===== src/rtl/bfm_ahbl_apb4_bridge_param.sv =====
// AHB-Lite slave to APB3/APB4 master bridge with parametrised slot decode,
// byte strobes, PREADY timeout and rejection of out-of-range or illegal transfers.
module bfm_ahbl_apb4_bridge_param #(
  parameter int TPD        = 1,
  parameter int NUM_SLOTS  = 16,
  parameter int SLOT_LSB   = 24,
  parameter int ADDR_WIDTH = 24,
  parameter int TIMEOUT    = 256
) (
  input  logic                  HCLK,
  input  logic                  HRESETN,
  input  logic                  HSEL,
  input  logic [31:0]           HADDR,
  input  logic                  HWRITE,
  input  logic [1:0]            HTRANS,
  input  logic [2:0]            HSIZE,
  input  logic [31:0]           HWDATA,
  input  logic                  HREADYIN,
  output logic                  HREADYOUT,
  output logic [31:0]           HRDATA,
  output logic                  HRESP,
  output logic [NUM_SLOTS-1:0]  PSEL,
  output logic [ADDR_WIDTH-1:0] PADDR,
  output logic                  PWRITE,
  output logic                  PENABLE,
  output logic [31:0]           PWDATA,
  output logic [3:0]            PSTRB,
  input  logic [31:0]           PRDATA,
  input  logic                  PREADY,
  input  logic                  PSLVERR,
  output logic                  TIMEOUT_EVT
);

  // TPD is kept for drop-in compatibility; outputs here carry no modelled delay.
  if (NUM_SLOTS < 1 || NUM_SLOTS > 16 || ADDR_WIDTH < 1 || ADDR_WIDTH > 32 ||
      SLOT_LSB < 0 || SLOT_LSB > 28 || TIMEOUT < 0 || TPD < 0) begin : g_bad_params
    $error("bfm_ahbl_apb4_bridge_param: parameter out of range");
  end

  localparam logic [31:0] TIMEOUT_CNT = 32'(TIMEOUT);

  typedef enum logic [2:0] {
    S_IDLE, S_LATCH, S_SETUP, S_ACCESS, S_DONE, S_ERR1, S_ERR2
  } state_t;

  state_t                  state;
  logic [3:0]              slot_q;
  logic [ADDR_WIDTH-1:0]   addr_q;
  logic [1:0]              lo_q;
  logic [1:0]              size_q;
  logic                    write_q;
  logic                    bad_q;
  logic [31:0]             count;

  logic       accept;
  logic       can_accept;
  logic [3:0] slot;
  logic       bad_req;
  logic [3:0] strb_next;
  logic       unused_inputs;

  assign slot       = HADDR[SLOT_LSB+3:SLOT_LSB];
  assign accept     = HSEL & HREADYIN & HTRANS[1];
  assign can_accept = (state == S_IDLE) || (state == S_DONE);
  assign bad_req    = (int'(slot) >= NUM_SLOTS) || (HSIZE > 3'd2);
  // Address bits outside the slot field and PADDR, and HTRANS[0], carry no meaning here.
  assign unused_inputs = ^{HADDR, HTRANS[0]};

  always_comb begin
    strb_next = 4'b0000;
    if (write_q) begin
      case (size_q)
        2'd0:    strb_next = 4'b0001 << lo_q;
        2'd1:    strb_next = lo_q[1] ? 4'b1100 : 4'b0011;
        default: strb_next = 4'b1111;
      endcase
    end
  end

  // NOTE: every output is a register cleared by the async reset, so an abort
  // mid-transfer drops PSEL/PENABLE immediately without waiting for HCLK.
  always_ff @(posedge HCLK or negedge HRESETN) begin
    if (!HRESETN) begin
      state       <= S_IDLE;
      slot_q      <= '0;
      addr_q      <= '0;
      lo_q        <= '0;
      size_q      <= '0;
      write_q     <= 1'b0;
      bad_q       <= 1'b0;
      count       <= '0;
      HREADYOUT   <= 1'b1;
      HRESP       <= 1'b0;
      HRDATA      <= '0;
      PSEL        <= '0;
      PADDR       <= '0;
      PWRITE      <= 1'b0;
      PENABLE     <= 1'b0;
      PWDATA      <= '0;
      PSTRB       <= '0;
      TIMEOUT_EVT <= 1'b0;
    end else begin
      // NOTE: default-low here makes TIMEOUT_EVT a single-cycle pulse.
      TIMEOUT_EVT <= 1'b0;

      if (can_accept && accept) begin
        slot_q  <= slot;
        addr_q  <= HADDR[ADDR_WIDTH-1:0];
        lo_q    <= HADDR[1:0];
        size_q  <= HSIZE[1:0];
        write_q <= HWRITE;
        bad_q   <= bad_req;
      end

      case (state)
        S_IDLE: begin
          if (accept) begin
            state     <= S_LATCH;
            HREADYOUT <= 1'b0;
          end
        end
        S_LATCH: begin
          PWDATA <= HWDATA;
          if (bad_q) begin
            state <= S_ERR1;
            HRESP <= 1'b1;
          end else begin
            state  <= S_SETUP;
            PSEL   <= NUM_SLOTS'(1) << slot_q;
            PADDR  <= addr_q;
            PWRITE <= write_q;
            PSTRB  <= strb_next;
            count  <= '0;
          end
        end
        S_SETUP: begin
          PENABLE <= 1'b1;
          state   <= S_ACCESS;
        end
        S_ACCESS: begin
          if (PREADY) begin
            PSEL    <= '0;
            PENABLE <= 1'b0;
            if (PSLVERR) begin
              state <= S_ERR1;
              HRESP <= 1'b1;
            end else begin
              state     <= S_DONE;
              HREADYOUT <= 1'b1;
              if (!write_q) HRDATA <= PRDATA;
            end
          end else if (TIMEOUT > 0 && count == TIMEOUT_CNT) begin
            PSEL        <= '0;
            PENABLE     <= 1'b0;
            TIMEOUT_EVT <= 1'b1;
            HRESP       <= 1'b1;
            state       <= S_ERR1;
          end else if (count != '1) begin
            count <= count + 32'd1;
          end
        end
        S_DONE: begin
          if (accept) begin
            state     <= S_LATCH;
            HREADYOUT <= 1'b0;
          end else begin
            state <= S_IDLE;
          end
        end
        S_ERR1: begin
          HREADYOUT <= 1'b1;
          state     <= S_ERR2;
        end
        S_ERR2: begin
          HRESP <= 1'b0;
          state <= S_IDLE;
        end
        default: state <= S_IDLE;
      endcase
    end
  end

endmodule


===== config.mk =====
export PLATFORM = sky130hd
export DESIGN_NAME = bfm_ahbl_apb4_bridge_param
export DESIGN_NICKNAME = d
export VERILOG_FILES = /design/src/rtl/bfm_ahbl_apb4_bridge_param.sv
export SDC_FILE = /design/constraint.sdc
export NUM_CORES = 1
export LEC_CHECK = 0
export CORE_MARGIN = 2
export CORE_UTILIZATION = 50
export CTS_CLUSTER_SIZE = 8
export DETAILED_ROUTE_END_ITERATION = 12
export DONT_BUFFER_PORTS = 1
export GPL_TIMING_DRIVEN = 0
export PLACE_DENSITY = 0.72
export SLEW_MARGIN = 25
export SYNTH_ARGS = -nofsm -noshare
export SYNTH_HDL_FRONTEND = slang
export SYNTH_SLANG_ARGS = --single-unit

===== constraint.sdc =====
create_clock -name HCLK -period 2.3 [get_ports HCLK]
set_input_delay 0.345 -clock HCLK [delete_from_list [all_inputs] [get_ports HCLK]]
set_output_delay 0.345 -clock HCLK [all_outputs]
set_load 0.01 [all_outputs]

# == Word level (Yosys, flattened, before mapping) ==
# Index checks and enable logic that the tools add are counted.
# word_totals
register_bits,182
in_bits,108
output_inout_bits,113
wordCells,98
# classes
add_sub_neg,1
order_cmp,1
eq_ne,20
n_shift,2
mux,34
bitwise_logic,5
n_reduce_logical,17
# ops
operator,n
two-way mux 32 bit,4
case mux 32 bit (2 select lines),1
two-way mux 16 bit,3
"adder 32 x 1 -> 32 bit, second input constant",1
"== test 32 x 9 -> 1 bit, second input constant",1
"!= test 32 bit, second input constant",1
case mux 16 bit (2 select lines),1
case mux 3 bit (6 select lines),1
"!= test 2 bit, second input constant",8
"left shift 1 x 4 -> 16 bit, first input constant",1
two-way mux 1 bit,14
two-way mux 3 bit,4
AND reduction 4 bit,3
"== test 3 bit, second input constant",3
two-way mux 4 bit,2
case mux 4 bit (2 select lines),1
"== test 3 x 2 -> 1 bit, second input constant",2
"!= test 3 bit, second input constant",2
case mux 1 bit (3 select lines),2
AND reduction 2 bit,3
nonzero test 3 bit,2
AND reduction 5 bit,1
nonzero test 2 bit,2
"left shift 1 x 2 -> 4 bit, first input constant",1
other kinds (13),16

# == Longest topological paths before layout ==
# logic_depth
ltp_word,5
depth_mapped,8
mapped_depth_nobuf,7

# == Worst setup path before layout ==
# Ideal clock, no wire load.
# synth_path
path_type,reg2reg
from,register count[0]
to,register PSEL[10]
setup_time_ns,0.125
arrival_time_ns,1.939
t_required_ns,2.175
slack_ns,0.236
path_stages_with_launch,9
n_path_buf,1
synth_period_minus_slack_ns,2.064
path_cell_list,dfrtp_1 inv_1 ha_1 nor4b_1 and4_1 a21o_1 a21oi_2 buf_4 mux2_2
# synth_via
elab_chain_cells,3
# synth_lines
element,line_no,text
from (decl),53,logic [31:0] count;
from (signal assigned),159,count <= count + 32'd1;
== test 32 x 9 -> 1 bit,152,end else if (TIMEOUT > 0 && count == TIMEOUT_CNT) begin
!= test 3 bit (no source line),--,
AND reduction 3 bit (no source line),--,
to (signal assigned),129,PSEL <= NUM_SLOTS'(1) << slot_q;
to (decl),22,"output logic [NUM_SLOTS-1:0] PSEL,"
# Every way passes these cells.
# A chain may end at the register's enable or synchronous reset.

# == Worst setup path after layout ==
# layout_path
from,register count[0]
to,register PSEL[13]
# Same word-level chain as after synthesis.

==> summary.txt <==
Global route
  • Maximum number of pins on one net before global-route repair: 181
  • Initial antenna violation count: 0
  • Vias in the first global route: 5578
  • Total Routing Usage GR: 21.7%
  • First-pass GRT wire length: 28200 microns
  • Total gr overflow: 0

Power and ir drop
  • Sw Share: 34.4%
  • Seq pwr share: 51.6%
  • Peak supply drop: 0.761 mV
  • P_leak: 3.93 nW
  • Psw: 3.88 mW
  • Power Dens Cells: 1270 nW/um^2
  • Clock power frac: 26.5%
  • Logic pwr share: 21.9%
  • Internal: 7.38 mW

Floorplanning
  • Core ar.: 15300 sq um
  • Top Ports: 221
  • Die area: 16700 sq um
  • Die width: 129 microns
  • Initial cell density of the core: 51.5%
  • Number of placement rows: 45
  • Die height: 129 microns

Routing
  • Vias per cell: 5.89
  • Routed len/inst: 19.6 microns
  • Via count: 5442
  • DRT Wirelength: 18100 microns
  • M1 WL: 7230 microns
  • Router iterations before antenna repair: 5
  • DR WL met2: 8920 microns
  • Detailed Route Iter0 Violations: 453
  • Top Layer Used: met4
  • Antenna-violating nets left: 0
  • Drt drc: 0
  • WL met3: 1620 microns

Logic synthesis
  • Main synth FF type: dfrtp_1
  • Async set-reset flop share out of synthesis: 100%
  • Seq/Total Area, Yosys: 57.3%
  • Synth Area per Inst: 11.7 sq um
  • Syn Nets: 782
  • Mapped Area: 7860 sq um
  • Cell count after synthesis: 672
  • Count of state elements after synthesis: 180
  • Ys Warns: 0
  • Post-synth EDFFs: 0
  • Yosys cell types: 51

Placement
  • Port buffer count: 0
  • Dpl cell area: 8120 sq um
  • Final HPWL DP: 12900 microns
  • Post-place setup slack: -294 ps
  • Final Wtd Congestion: 0.897

Setup path
  • Startpoint Class: flip-flop
  • CP Data Required Time: 2620 ps
  • Worst R2R Setup Slack: 50 ps
  • Critical path arrival: 2560 ps
  • Crit end category: flip-flop
  • Critical path peak fanout: 10
  • Reg-to-Reg End: PSEL[13]$_DFFE_PN0P_
  • Reg2reg path depth: 8
  • Worst Setup Path Type: reg -> reg
  • Reg2reg start: count[0]$_DFFE_PN0P_

STA
  • Worst Slack Setup Final: 51.0 ps
  • Max-slew violations: 0
  • Final Cycle Share: 97.8%
  • Final min period: 2250 ps
  • Worst-Margin Slew: 616 ps
  • WHS: -403 ps
  • FMAX: 445 MHz
  • Final setup violation count: 0
  • Clk_skew: 10.1 ps
  • Endpoints failing hold: 180
  • Relative slew slack: 58.6%
  • RSZ-0062 raised after global routing: true

Clocking
  • Worst-case clock buffer depth: 2
  • H-tree depth: 4
  • Hold buffer count at CTS: 1
  • CTS tree: yes
  • Worst-skew pair later-pin latency: 440 ps
  • CTS clock-pin slew for the worst setup and hold paths: 70 ps
  • Clock sinks: 180
  • Root Buffer Master: clkbuf_16
  • Inserted Clock Buffers: 17

Run
  • Max-cap check violation count: 0

Run status
  • Status: finished with violations
  • Failing checks: hold timing

Layout
  • Area Overhead vs Synth: 12.7%
  • Fraction of final layout cells sized beyond drive strength 1: 28.2%
  • Commonest non-fill, non-tap cell in the layout: dfrtp_1
  • Most frequent cells in the layout: dfrtp_1 (178), nand2_1 (113), mux2_2 (109)
  • # nets final: 810
  • Antenna Cells: 0
  • Fin area: 8850 sq um

Hold path
  • Worst hold path class: in -> async
[worst max-delay path by stage]
stage                               from                     to  slack [ps]  depth (start not counted)
floorplan           count[0]$_DFFE_PN0P_   PSEL[10]$_DFFE_PN0P_         240                          8
global placement    count[0]$_DFFE_PN0P_  count[17]$_DFFE_PN0P_        -280                          8
detailed placement  count[0]$_DFFE_PN0P_  count[17]$_DFFE_PN0P_        -290                          8
CTS                 count[0]$_DFFE_PN0P_   count[5]$_DFFE_PN0P_           2                          8
global route        count[0]$_DFFE_PN0P_   PSEL[13]$_DFFE_PN0P_         -20                          8
finish              count[0]$_DFFE_PN0P_   PSEL[13]$_DFFE_PN0P_          50                          8
[area by class of cell]
cell class / count / area (sq um)
plain buffers: 37 / 213
repair buffers: 9 / 70.1
flip-flops and latches: 180 / 4510
fillers: 1289 / 6400
clock inverters: 15 / 185
well taps: 211 / 264
inverters: 4 / 15.0
clock buffers: 17 / 425
multi-input cells: 451 / 3180
[power by group through the flow]
stage / Combinational, mW / Clock (mW) / Sequential [mW]
after CTS: 2.42 / 3.01 / 5.84
final: 2.46 / 2.98 / 5.81
after global routing: 2.74 / 3.14 / 5.99
after floorplan: 1.98 / 0 / 5.51
after global placement: 2.27 / 0 / 5.83
after detailed placement: 2.40 / 0 / 5.89
[routing by layer]
metal  vias up  global-route usage [%]
li1       2464                       -
met1      2691                    27.8
met2       255                    34.3
met3        32                    7.68
met4         0                    8.18
met5         -                       0
[registers in the layout, indices dropped and copies added (netlist names)]
signal	flops
PWDATA	32
HRESP	1
PWRITE	1
slot_q	4
HREADYOUT	1
addr_q	24
HRDATA	32
PSTRB	4
TIMEOUT_EVT	1
PENABLE	1
size_q	2
bad_q	1
state	3
count	32
PSEL	16
PADDR	24
write_q	1
[what timing repair did]
action                                 4_1_cts  5_1_grt
buffers inserted                             0        8
pin swaps                                    0        4
endpoints found under the hold margin      181      180
resized for setup                            9       12
setup endpoints to repair                   95       64
[worst max-delay path: stages, from the launching register on]
cell	delay, ps
dfrtp_2	400
inv_1	50
ha_1	190
nor4b_2	160
and4_2	280
a21o_1	250
a21oi_4	220
buf_4	220
mux2_2	350
[logic make-up after synthesis]
kind of cell               Yosys count  share of synthesized area, %
AOI/OAI and AO/OA                   99                          8.38
DFF                                180                          57.4
muxes                              113                          16.2
adders and majority gates            2                         0.318
buffers and inverters               41                          2.77
and+or+nand+nor                    237                          15.0
[Yosys cell counts, types with 2 or more instances]
library cell	n	share of area, %
mux2_1	2	0.29
inv_1	4	0.19
or2_2	2	0.16
nand3b_1	2	0.19
buf_2	15	0.96
nor4b_1	2	0.22
or3_1	4	0.32
nand2_1	113	5.4
or3_4	2	0.29
nand2b_1	11	0.88
and4_1	8	0.89
and3_1	5	0.40
nor2b_1	4	0.32
clkbuf_1	15	0.72
ha_1	2	0.32
mux2i_1	2	0.25
a21o_1	3	0.29
a21oi_1	8	0.51
buf_6	5	0.72
or4_1	2	0.19
buf_4	2	0.19
dfrtp_1	179	57
a41oi_1	5	0.56
nor3_1	14	0.89
nor4_1	7	0.56
nor2_1	37	1.8
o21ai_0	21	1.3
nand4_1	5	0.40
o21a_1	4	0.38
nand3_1	9	0.57
mux2_2	109	16
a31oi_1	45	3.6
and2_1	3	0.24
a31oi_2	4	0.64
[metrics by stage]
stage	utilization [%]	power, mW	cells	TNS [ps]
5_1_grt	58.0	11.9	924	-170
2_1_floorplan	-	7.49	672	0
4_1_cts	57.5	11.3	916	0
6_report	58.0	11.3	924	0
3_5_place_dp	53.2	8.29	883	-6030
3_3_place_gp	53.2	8.10	883	-3700
Power figures use the tool's default switching activity.
